--- config.mk ---
export PLATFORM = sky130hd
export DESIGN_NAME = decode
export DESIGN_NICKNAME = d
export VERILOG_FILES = /design/src/rtl/decode.sv
export SDC_FILE = /design/constraint.sdc
export NUM_CORES = 1
export LEC_CHECK = 0
export ABC_AREA = 1
export BUFFER_PORTS_ARGS = -buffer_cell sky130_fd_sc_hd__buf_2
export CORE_MARGIN = 2
export CORE_UTILIZATION = 46
export DETAILED_ROUTE_END_ITERATION = 10
export PLACE_DENSITY = 0.78
export SLEW_MARGIN = 20
export SYNTH_ARGS = -nofsm -noshare
export SYNTH_HDL_FRONTEND = slang
export SYNTH_SLANG_ARGS = --single-unit
--- constraint.sdc ---
create_clock -name clk -period 1.81 [get_ports clk]
set_input_delay 0.2715 -clock clk [delete_from_list [all_inputs] [get_ports clk]]
set_output_delay 0.2715 -clock clk [all_outputs]
set_load 0.05 [all_outputs]
--- src/rtl/decode.sv ---
// Raisin64 decode stage: splits left-justified 16/32/64-bit instruction words into fields
// behind a one-entry output register. Define RAISIN64_DECODE_SCOREBOARD_EN for hazard tracking.
module decode (
  input  logic        clk,
  input  logic        rst_n,
  input  logic [63:0] inst_data,
  input  logic [63:0] inst_pc,
  input  logic        flush,
  output logic        stall,
  input  logic        ex_ready,
  output logic        dec_valid,
  output logic [7:0]  dec_op,
  output logic [5:0]  dec_rd,
  output logic [5:0]  dec_rs1,
  output logic [5:0]  dec_rs2,
  output logic [63:0] dec_imm,
  output logic [3:0]  dec_len,
  output logic        dec_we,
  output logic [63:0] dec_pc,
  input  logic        wb_valid,
  input  logic [5:0]  wb_rd
);

  logic        valid_q;
  logic [7:0]  op_q, op_d;
  logic [5:0]  rd_q, rd_d, rs1_q, rs1_d, rs2_q, rs2_d;
  logic [63:0] imm_q, imm_d, pc_q;
  logic [3:0]  len_q, len_d;
  logic        we_q, we_d;
  logic        hazard;
  logic        load;
  logic        bubble;

  // Field extraction for the word currently presented by fetch
  always_comb begin
    op_d  = 8'd0;
    rd_d  = 6'd0;
    rs1_d = 6'd0;
    rs2_d = 6'd0;
    imm_d = 64'd0;
    len_d = 4'd2;
    we_d  = 1'b0;
    case (inst_data[63:62])
      2'b10: begin
        op_d  = {2'b10, inst_data[61:56]};
        rd_d  = inst_data[55:50];
        rs1_d = inst_data[49:44];
        rs2_d = inst_data[43:38];
        imm_d = {{52{inst_data[43]}}, inst_data[43:32]};
        len_d = 4'd4;
        we_d  = ~inst_data[61];
      end
      2'b11: begin
        op_d  = {2'b11, inst_data[61:56]};
        rd_d  = inst_data[55:50];
        rs1_d = inst_data[49:44];
        rs2_d = inst_data[43:38];
        imm_d = {{32{inst_data[31]}}, inst_data[31:0]};
        len_d = 4'd8;
        we_d  = ~inst_data[61];
      end
      default: begin
        op_d  = {5'd0, inst_data[62:60]};
        rd_d  = inst_data[59:54];
        rs1_d = inst_data[59:54];
        rs2_d = inst_data[53:48];
        imm_d = 64'd0;
        len_d = 4'd2;
        we_d  = 1'b1;
      end
    endcase
    if (rd_d == 6'd0) begin
      we_d = 1'b0;
    end else begin
      we_d = we_d;
    end
  end

  assign bubble = (inst_data == 64'd0);

`ifdef RAISIN64_DECODE_SCOREBOARD_EN
  logic [63:0] pending_q, pending_d;
  logic [63:0] wb_clear, set_mask, busy_mask;

  // Retiring registers are bypassed; the entry in the output register counts as busy too
  always_comb begin
    wb_clear  = wb_valid ? (64'd1 << wb_rd) : 64'd0;
    set_mask  = (valid_q & ex_ready & we_q & ~flush) ? (64'd1 << rd_q) : 64'd0;
    busy_mask = (pending_q & ~wb_clear) | ((valid_q & we_q) ? (64'd1 << rd_q) : 64'd0);
    pending_d = (pending_q & ~wb_clear) | set_mask;
    hazard    = ~bubble & (busy_mask[rs1_d] | busy_mask[rs2_d] | (we_d & busy_mask[rd_d]));
  end

  // Scoreboard register
  always_ff @(posedge clk or negedge rst_n) begin
    if (!rst_n) begin
      pending_q <= 64'd0;
    end else begin
      pending_q <= pending_d;
    end
  end
`else
  logic unused_wb;
  assign unused_wb = ^{wb_valid, wb_rd};
  assign hazard    = 1'b0;
`endif

  assign stall = ~flush & (hazard | (valid_q & ~ex_ready));
  assign load  = ~stall & ~flush & ~bubble;

  // Output register: flush kills, load replaces, a transfer with nothing behind it empties
  always_ff @(posedge clk or negedge rst_n) begin
    if (!rst_n) begin
      valid_q <= 1'b0;
      op_q    <= 8'd0;
      rd_q    <= 6'd0;
      rs1_q   <= 6'd0;
      rs2_q   <= 6'd0;
      imm_q   <= 64'd0;
      len_q   <= 4'd0;
      we_q    <= 1'b0;
      pc_q    <= 64'd0;
    end else if (flush) begin
      valid_q <= 1'b0;
    end else if (load) begin
      valid_q <= 1'b1;
      op_q    <= op_d;
      rd_q    <= rd_d;
      rs1_q   <= rs1_d;
      rs2_q   <= rs2_d;
      imm_q   <= imm_d;
      len_q   <= len_d;
      we_q    <= we_d;
      pc_q    <= inst_pc;
    end else if (valid_q & ex_ready) begin
      valid_q <= 1'b0;
    end else begin
      valid_q <= valid_q;
    end
  end

  assign dec_valid = valid_q;
  assign dec_op    = op_q;
  assign dec_rd    = rd_q;
  assign dec_rs1   = rs1_q;
  assign dec_rs2   = rs2_q;
  assign dec_imm   = imm_q;
  assign dec_len   = len_q;
  assign dec_we    = we_q;
  assign dec_pc    = pc_q;

endmodule

==> results of run 1 <==
[routing by layer]
| layer | track usage [%] | vias to the layer above | routed length [µm] |
|---|---|---|---|
| met2 | 40.0 | 234 | 8380 |
| met1 | 34.2 | 2779 | 7510 |
| met5 | 0 | - | 0 |
| met3 | 7.14 | 33 | 1360 |
| met4 | 9.30 | 0 | 443 |
| li1 | - | 2920 | - |
[Yosys cell counts]
master / count / area (µm²)
buf_2: 19 / 95.1
buf_4: 34 / 255
inv_1: 5 / 18.8
a21oi_2: 1 / 8.76
nand2_1: 363 / 1360
clkinv_1: 2 / 7.51
nor2_1: 46 / 173
clkbuf_1: 19 / 71.3
nand2_2: 1 / 6.26
a22o_1: 11 / 96.3
o21a_1: 2 / 15.0
o21ai_1: 1 / 5.00
nand3_1: 126 / 631
nand2_4: 1 / 11.3
nor2_2: 3 / 18.8
buf_6: 5 / 56.3
buf_1: 6 / 22.5
o21ai_0: 4 / 20.0
dfrtp_1: 126 / 3150
conb_1: 1 / 3.75
[per-stage QoR]
step / utilization, % / power (mW)
after floorplan: - / 5.69
after global placement: 58.8 / 6.45
after detailed placement: 58.8 / 6.49
after CTS: 63.7 / 9.99
after global routing: 63.7 / 10.3
final: 63.7 / 9.92
[state kept, by name, summed over array words and instances (netlist names)]
register,flops
dec_rd,6
dec_imm,32
dec_we,1
dec_rs1,6
dec_op,8
dec_rs2,6
dec_len,2
dec_pc,64
dec_valid,1
[power groups by stage]
stage | clock network [mW] | registers [mW] | logic [mW]
2_1_floorplan | 0 | 4.69 | 1.01
3_3_place_gp | 0 | 3.39 | 3.06
3_5_place_dp | 0 | 3.40 | 3.09
4_1_cts | 3.54 | 3.36 | 3.10
5_1_grt | 3.69 | 3.40 | 3.25
6_report | 3.49 | 3.36 | 3.07
[worst paths after layout]
path	slack, ns	start	end
setup / recovery	0.25	dec_imm[62]	dec_imm[37]
hold / removal	0.08	inst_pc[14]	dec_pc[14]
setup reg to reg	0.41	dec_valid	dec_pc[46]
hold reg to reg	0.46	dec_pc[14]	dec_pc[14]
max in group asynchronous	0.96	rst_n	dec_imm[20]
min in group asynchronous	0.30	rst_n	dec_pc[19]
[cells by family (layout without fill, tap and decap cells)]
group / Yosys count / in the layout
other: 1 / 1
DFF: 126 / 126
and+or+nand+nor: 540 / 540
AOI/OAI and AO/OA: 19 / 19
buffers and inverters: 90 / 352
[cell type report]
class	count	area (µm²)
well taps	172	215
inverters	7	26.3
clock inverters	13	163
multi-input cells	560	2360
clock buffers	19	453
flip-flops and latches	126	3150
repair buffers	313	1730
fillers	1162	4620
[worst reg2reg max path: stages, from the launching register on]
cell,delay (ns)
dfrtp_1,0.42
a21oi_4,0.33
buf_12,0.29
nand3_1,0.19
nand2_1,0.10
[what timing repair did]
action / CTS / global route
endpoints found under the setup margin: 0 / 0
hold buffers: 1 / 0
endpoints found under the hold margin: 20 / 0
setup buffers: 0 / 0
==> impl_results.md, run 1 <==
- Unique masters post-synth: 20
- Clock sink total: between 100 and 150
- Initial core utilization: between 40% and 50%
- Cell Area, Placed: between 0.007 and 0.008 mm²
- CTS buffer count: 17
- Slew HR: between 50% and 60%
- Reg2Reg Depth: 4
- Syn. warnings: 0
- Die Y-Extent: between 100 and 150 µm
- Vias post-DR: a little under 6k
- Grt ovf: 0
- Commonest non-fill, non-tap cell in the layout: nand2_1
- Type of the worst setup path: reg2out
- Logic pwr share: between 30% and 40%
- Final instance area: approximately 0.0081 mm²
- Syn nets: 915
- Die footprint: 0.0140 mm²
- Critical path depth: 2
- Layout Nets: 1164
- Clock transition at path regs: about 0.06 ns
- Family with the most delay on the worst path: buffers and inverters
- Routed WL per cell: 14.6 µm
- Port buffer count: 291
- Skew-Pair Late Insertion Delay: around 0.42 ns
- Largest stage delay, worst path: approximately 0.32 ns
- Worst-path cell with the longest stage delay: dfrtp_1
- Post-route setup TNS: 0 ns
- Max-cap violations: 0
- Clk network pwr share: 35.2%
- Post-synthesis compound-gate area fraction: under 10%
- Mapped Area: slightly above 0.006 mm²
- Pre-antenna DRT Iters: 5
- Iter 0 DRT Violations: 437
- CP Capture Type: output port
- Routability cong.: 0.914
- Synth Area in Adders: 0%
- Multiplexer share of the synthesized area: 0%
- Largest family of logic cells by synthesized area: simple AND/OR/NAND/NOR gates
- XOR/XNOR Fraction of Synth Area: 0%
- Die width: 119 µm
- Slew @ Worst Pin: between 0.7 and 0.8 ns
- Final Slew Violations: 0
- Period Utilization, post-route: a little under nine tenths
- Synthesized instance count: 776
- PostCTS Resize Cnt: 0
- Worst EP required: about 1.5 ns
- CP max FO: 34
- Final Critical Period: between 1.5 and 2 ns
- Setup violators final: 0
- First-pass GRT wire length: ~29000 µm
- Seq/Total Area, Yosys: 52.3%
- Non-filler cells, final: roughly 1.2k
- Final Hold Slack: 0.0840 ns
- Initial antenna violation count: 0
- Clock buffer depth: 2
- Outcome: finished, final reports clean
- Worst path bufs/invs: 2
- Share of layout cells above drive strength 1: about a third
- Worst EP arrival: ~1.3 ns
- Worst setup SP type: flip-flop
- Final hold vios: 0
- HPWL after DPL: between 10000 and 15000 µm
- Detailed Route WL: around 18000 µm
- Crit path cell chain: buf_4, buf_2
- Simple-Gate Fraction of Synth Area: between 30% and 40%
- Cell Rows: a little over 40
- Clk root buf: clkbuf_16
- Top-level port count: 300
- VDD IR max: 0.617 mV
- Vias in the first global route: around 5.6k
- Pre-CTS setup slack: 0.0905 ns
- CTS H-tree depth: 4
- Area Growth Syn to Fin: 34.3%
- Seq pwr share: between 30% and 40%
- Final ANT Viol Nets: 0
- Synthesized flop and latch total: 126
- Syn avg cell area: just under 8 µm²
- ANT cells: 0
- Lkg Pwr: 4.84 nW
- RSZ-0062 raised after global routing: false
- Setup Skew: roughly 0.004 ns
- Hold crit path type: in2reg
- Power Internal: ~6.1 mW
- P per Cell Area: between 1000 and 1500 mW/mm²
- Total track usage: ~26%
- Placed Cells: roughly 1.2k
- Worst Setup Slack, final: roughly 0.25 ns
- Most frequent cells in the layout: 363 x nand2_1, 290 x buf_2, 126 x nand3_1, 126 x dfrtp_1, 46 x nor2_1
- Switching share of power: 38.5%
- Worst hold stages: 3
- Max Fclk: roughly 640 MHz
- Psw: around 3.8 mW
- Residual DRC count: 0
- TritonCTS clock tree: built
- Core area: 0.0127 mm²
- Vias per inst: just under 5
- Pin count of the biggest net entering global routing: 67
No activity file was read; power rests on OpenSTA's default activity.
==> inputs of run 2 (changes only) <==
Settings changed: ABC_AREA 1 to unset, PLACE_DENSITY 0.78 to 0.79, SKIP_LAST_GASP set to 1.
==> run 2 against run 1 <==
Sequential power increased by 1%. Hold slack got worse by 0.0067 ns. Non-clock buffer count is 57 higher. Total power rose by 3.4%. Cell area up 8.0%. Critical path depth grew 6. Critical path type is now in2reg. Clock-buffer cell count shrank 2. Highest routed layer unchanged. The run now ends with setup timing left. Utilization rose by 5.7 points. Area after synthesis fell by 1.3%.
==> impl_results.md, run 2 <==
- Layout Nets: 929 (-20%)
- Final Critical Period: 1.82 ns (+0.255 ns)
- Setup Skew: 0.00521 ns (+0.00120 ns)
- Final instance area: 0.00875 mm² (+8.0%)
- CP Capture Type: flip-flop
- Routed WL per cell: 19.6 µm (+34%)
- Fill count: 934 (-20%)
- Die Y-Extent: 118 µm (-0.65%)
- Period Utilization, post-route: 100% (+14 points)
- Type of the worst setup path: in2reg
- Clock buffer depth: 2 (unchanged)
- Seq/Total Area, Yosys: 53.0% (+0.71 points)
- Largest stage delay, worst path: 0.43 ns (+0.11 ns)
- Final Hold Slack: 0.0774 ns (-0.00669 ns)
- Family with the most delay on the worst path: simple AND/OR/NAND/NOR gates
- Port buffer count: 291 (unchanged)
- Reg2Reg Launch Point: dec_valid
- Pre-antenna DRT Iters: 5 (unchanged)
- HPWL after DPL: 13200 µm (+1.5%)
- Final hold vios: 0 (unchanged)
- Share of layout cells above drive strength 1: 62.6% (+29 points)
- Vias per inst: 5.24 (+6.4%)
- Worst-path cell with the longest stage delay: or3_4
- Worst EP arrival: 2.12 ns (+0.83 ns)
- Violated checks: setup timing
- Syn avg cell area: 12.8 µm² (+65%)
- Crit. Startpoint: inst_data[41]
- Worst Setup Slack, final: -0.00821 ns (-0.255 ns)
- Max Fclk: 550 MHz (-14%)
- Hold crit path type: in2reg
- Post-synth top area cell: dfrtp_1
- Top-level port count: 300 (unchanged)
- Detailed Route WL: 19100 µm (+7.9%)
- Unique masters post-synth: 33 (+65%)
- Most frequent cells in the layout: 284 x buf_2, 126 x dfrtp_1, 64 x mux2_4
- Die width: 118 µm (-0.65%)
- Worst path bufs/invs: 3 (+1)
- Die footprint: 0.0139 mm² (-1.3%)
- Clk root buf: clkbuf_16
- Slew @ Worst Pin: 0.828 ns (+0.0850 ns)
- Routability cong.: 1.02 (+12%)
- P per Cell Area: 1170 mW/mm² (-4.3%)
- Skew-Pair Late Insertion Delay: 0.42 ns (about the same)
- Synthesized flop and latch total: 126 (unchanged)
- VDD IR max: 0.801 mV (+30%)
- CTS H-tree depth: 4 (unchanged)
- Syn nets: 604 (-34%)
- Overall power: 10.3 mW (+3.4%)
- Iter 0 DRT Violations: 335 (-23%)
- Post-synth ARST share: 100% (unchanged)
- Largest register FFs: 64 (unchanged)
- RSZ-0062 raised after global routing: true
- Area Growth Syn to Fin: 47.1%
- Initial core utilization: 47.1% (-0.26 points)
- Mapped Area: 0.00595 mm² (-1.3%)
- Max-cap violations: 0 (unchanged)
- First-pass GRT wire length: 27700 µm (-3.0%)
- Final Slew Violations: 0 (unchanged)
- Multi-input logic area: 0.00250 mm² (+5.7%)
- CP max FO: 6 (-82%)
- Top cell type's share of synthesized area: 53.0% (+0.71 points)
- Grt ovf: 0 (unchanged)
- R2r setup slk: 0.04 ns (-0.37 ns)
- Initial antenna violation count: 1 (+1)
- Clock sink total: 126 (unchanged)
- Reg area: 0.00315 mm² (unchanged)
- Top FF cell, synth: dfrtp_1
- Commonest cells in the netlist: 126 x dfrtp_1, 64 x mux2_4, 34 x a21oi_1, 34 x buf_4, 34 x nand2_1
- Worst setup SP type: input pin
- Clock transition at path regs: 0.06 ns (about the same)
- Hold_sp: inst_pc[17]
- Count leader, synth: dfrtp_1
- Vias in the first global route: 5132 (-8.3%)
- Residual DRC count: 0 (unchanged)
- TritonCTS clock tree: built
- Finished Core Util: 69.3% (+5.7 points)
- CTS buffer count: 17 (unchanged)
- Top area cells in the synthesized netlist: dfrtp_1 53%, mux2_4 16%, o22a_1 4.9%
- Total track usage: 25.4% (-0.20 points)
- Pin count of the biggest net entering global routing: 55 (-18%)
- Vias post-DR: 5118 (-14%)
- Number of synthesized flops with an enable pin: 0 (unchanged)
- Core area: 0.0126 mm² (-0.81%)
- Outcome: complete, but fails checks
- Slew HR: 44.8% (-5.5 points)
- Final ANT Viol Nets: 0 (unchanged)
- Pre-CTS setup slack: -0.552 ns (-0.643 ns)
- Worst EP required: 2.11 ns (+0.57 ns)
- Lkg Pwr: 4.46 nW (-7.7%)
- Cell Area, Placed: 0.00774 mm² (+3.6%)
- Syn. warnings: 0 (unchanged)
- Commonest non-fill, non-tap cell in the layout: buf_2
- Cell Rows: 41 (unchanged)
- Setup violators final: 12 (+12)
- Synthesized instance count: 465 (-40%)
- Crit path cell chain: buf_6, nor4_4, buf_4, nand4_1, or3_4, o21a_4, clkbuf_16, mux2_4
[run 2: changes by cell type in the layout (fill, tap and decap cells not counted), sizes merged, moves of 12 or more]
| cell | previous run | this run |
|---|---|---|
| buf | 312 | 363 |
| mux2i | 0 | 12 |
| o22a | 0 | 33 |
| nand3 | 126 | 5 |
| nor4 | 0 | 12 |
| nand2 | 365 | 34 |
| mux2 | 0 | 84 |
| a21oi | 1 | 34 |
| nor2 | 49 | 15 |
[run 2: cell type report]
| type | instances | area share, % |
|---|---|---|
| diodes | 1 | 0.0286 |
| clock buffers | 17 | 4.86 |
| clock inverters | 15 | 1.74 |
| inverters | 4 | 0.172 |
| multi-input cells | 271 | 28.6 |
| flip-flops and latches | 126 | 36.0 |
| well taps | 172 | 2.46 |
| repair buffers | 370 | 26.2 |
[run 2: cell families after synthesis]
group	synth area share, %
simple gates	6.94
buf+inv	7.82
flops	53.0
compound gates	10.2
mux	22.0
other cells	0.0630
[run 2: final timing paths]
kind / end / depth (start not counted)
worst min register to register: dec_len[2] / 1
worst max register to register: dec_op[1] / 5
min in group asynchronous: dec_imm[0] / 2
worst max-delay path: dec_pc[11] / 8
worst min-delay path: dec_pc[17] / 2
max in group asynchronous: dec_pc[42] / 3
[run 2: worst reg2reg max path, stage by stage, from the launching register on]
cell and delay [ns]:
dfrtp_1 0.38, nand2b_1 0.12, nor2b_4 0.27, o21a_4 0.32
clkbuf_16 0.23, mux2_2 0.34
[run 2: repair_timing]
item | in CTS | in global routing
resized for setup | 3 | 28
hold buffers | 1 | 0
hold endpoints to repair | 25 | 0
buffers inserted | 0 | 4
gates cloned | 0 | 13
pin swaps | 0 | 8
endpoints found under the setup margin | 78 | 118
[run 2: per-layer routing]
metal	track usage [%]	share of wire (%)
met3	8.72	8.2
met4	7.83	2.0
met1	31.1	41
met5	0	0
met2	42.4	49
[run 2: report_power, final]
group,internal (mW),switching [mW]
Clock,1.94,1.40
Combinational,1.07,2.44
Sequential,3.19,0.227
[run 2: through the flow]
stage | cells | TNS, ns
floorplan | 465 | -13.33
global placement | 928 | -64.31
detailed placement | 928 | -61.56
CTS | 961 | -0.0332
global route | 976 | -0.942
finish | 976 | -0.0300
==> inputs of run 3 (changes only) <==
Settings changed: PLACE_DENSITY 0.79 to 0.81.
==> run 3 against run 2 <==
The run still ends with setup timing left. Clock skew is 0.0029 ns higher. Critical endpoint is now dec_pc[43]. Utilization rose by 0.23 points. Register-to-register slack about the same. Final cell count up 0.10%. Die area did not move. Non-clock buffer count is 2 higher. First-iteration DRC count up 16%. Largest power group unchanged. Global-route usage increased by 1.2 points. Clock power is 3% higher. Combinational power about the same. Clock-buffer cell count is 2 higher. Routed wire length is 0.97% higher.
==> impl_results.md, run 3 (synthesized netlist as in run 2, its figures left out) <==
- Die width: 118 µm (unchanged)
- Slew HR: 65.5% (+21 points)
- Pin count of the biggest net entering global routing: 48 (-13%)
- Routability cong.: 0.946 (-7.6%)
- Iter 0 DRT Violations: 387 (+16%)
- Worst path bufs/invs: 3 (unchanged)
- Fill count: 882 (-5.6%)
- HPWL after DPL: 13700 µm (+3.6%)
- Worst EP required: 2.10 ns (about the same)
- Worst Setup Slack, final: -0.0213 ns (-0.0131 ns)
- TritonCTS clock tree: built
- Port buffer count: 291 (unchanged)
- Skew-Pair Late Insertion Delay: 0.42 ns (about the same)
- Vias in the first global route: 5248 (+2.3%)
- Final Slew Violations: 0 (unchanged)
- P per Cell Area: 1180 mW/mm² (+0.66%)
- Hold crit path type: in2reg
- Crit path cell chain: buf_2, nor4_2, buf_4, nand4_1, or3_4, o21a_4, buf_16, mux2_4
- Clock sink total: 126 (unchanged)
- CP Capture Type: flip-flop
- Finished Core Util: 69.6% (+0.23 points)
- Type of the worst setup path: in2reg
- Grt ovf: 0 (unchanged)
- Core area: 0.0126 mm² (unchanged)
- Routed WL per cell: 19.7 µm (+0.87%)
- Family with the most delay on the worst path: simple AND/OR/NAND/NOR gates
- VDD IR max: 0.752 mV (-6.2%)
- Period Utilization, post-route: 101% (+0.73 points)
- Outcome: complete, but fails checks
- Total track usage: 26.6% (+1.2 points)
- Share of layout cells above drive strength 1: 62.4% (-0.20 points)
- Worst-path cell with the longest stage delay: or3_4
- Final hold vios: 0 (unchanged)
- Commonest non-fill, non-tap cell in the layout: buf_2
- Setup Skew: 0.00810 ns (+0.00289 ns)
- Pre-CTS setup slack: -0.657 ns (-0.104 ns)
- Lkg Pwr: 4.48 nW (+0.36%)
- Final ANT Viol Nets: 0 (unchanged)
- Clk root buf: clkbuf_16
- Max Fclk: 546 MHz (-0.72%)
- Max-cap violations: 0 (unchanged)
- Violated checks: setup timing
- Worst setup SP type: input pin
- Setup violators final: 17 (+5)
- Largest register FFs: 64 (unchanged)
- Clock buffer depth: 2 (unchanged)
- CTS buffer count: 17 (unchanged)
- RSZ-0062 raised after global routing: true
- Layout Nets: 930 (+0.11%)
- Residual DRC count: 0 (unchanged)
- Largest stage delay, worst path: 0.40 ns (-0.03 ns)
- First-pass GRT wire length: 28700 µm (+3.5%)
- Initial antenna violation count: 3 (+2)
- Initial core utilization: 47.1% (unchanged)
- Top-level port count: 300 (unchanged)
- Overall power: 10.4 mW (+0.99%)
- Vias post-DR: 5191 (+1.4%)
- Vias per inst: 5.31 (+1.3%)
- CP max FO: 17 (+11)
- Area Growth Syn to Fin: 47.6%
- Detailed Route WL: 19300 µm (+0.97%)
- Worst EP arrival: 2.13 ns (about the same)
- Clock transition at path regs: 0.06 ns (about the same)
- Die footprint: 0.0139 mm² (unchanged)
- CTS H-tree depth: 4 (unchanged)
- Slew @ Worst Pin: 0.517 ns (-0.311 ns)
- Most frequent cells in the layout: 283 x buf_2, 126 x dfrtp_1, 64 x mux2_4
- Cell Rows: 41 (unchanged)
- Die Y-Extent: 118 µm (unchanged)
- Pre-antenna DRT Iters: 4 (-1)
- Final Critical Period: 1.83 ns (+0.0131 ns)
run 3: routing by layer:
| layer | part of all wire, % | global-route usage, % |
|---|---|---|
| met5 | 0.083 | 0 |
| met4 | 5.0 | 15.8 |
| met3 | 7.6 | 7.22 |
| met2 | 48 | 41.8 |
| met1 | 39 | 32.8 |
run 3: layout make-up:
type                       count  area [µm²]  share of cell area, %
tap                          172         215                   2.45
inverter                       4        15.0                  0.171
sequential                   126        3150                   35.9
antenna                        1        2.50                 0.0285
clock buffer                  19         443                   5.04
timing repair buffer         372        2310                   26.3
multi-input combinational    270        2490                   28.3
clock inverter                13         154                   1.75
run 3: worst paths after layout:
kind | start | to | slack, ns | depth (start not counted)
worst min-delay path | inst_pc[40] | dec_pc[40] | 0.08 | 2
min in group asynchronous | rst_n | dec_rd[5] | 0.32 | 2
worst min register to register | dec_len[2] | dec_len[2] | 0.50 | 1
max in group asynchronous | rst_n | dec_imm[26] | 0.91 | 3
worst max-delay path | inst_data[0] | dec_pc[43] | -0.02 | 8
worst max register to register | dec_valid | dec_rs2[2] | 0.03 | 5
run 3: repair_timing:
action | CTS | global route
pin swaps | 0 | 5
resized for setup | 10 | 27
hold endpoints to repair | 31 | 0
gates cloned | 0 | 10
setup endpoints to repair | 113 | 100
hold buffers | 1 | 0
buffers inserted | 1 | 2
run 3: where the power goes:
group	switching, mW	leakage (nW)	internal (mW)
Sequential	0.225	1.49	3.19
Clock	1.34	0.291	2.10
Combinational	2.45	2.70	1.06
run 3: stage by stage:
stage / cells / cell area, µm² / setup TNS, ns / hold WS [ns]
final: 977 / 8780 / -0.193 / 0.0797
after global routing: 977 / 8780 / -1.84 / 0.0715
after CTS: 965 / 8460 / -0.0853 / 0.0536
after detailed placement: 931 / 7780 / -71.15 / 0.196
after global placement: 931 / 7780 / -67.85 / 0.189
after floorplan: 465 / 5990 / -13.33 / -0.0241
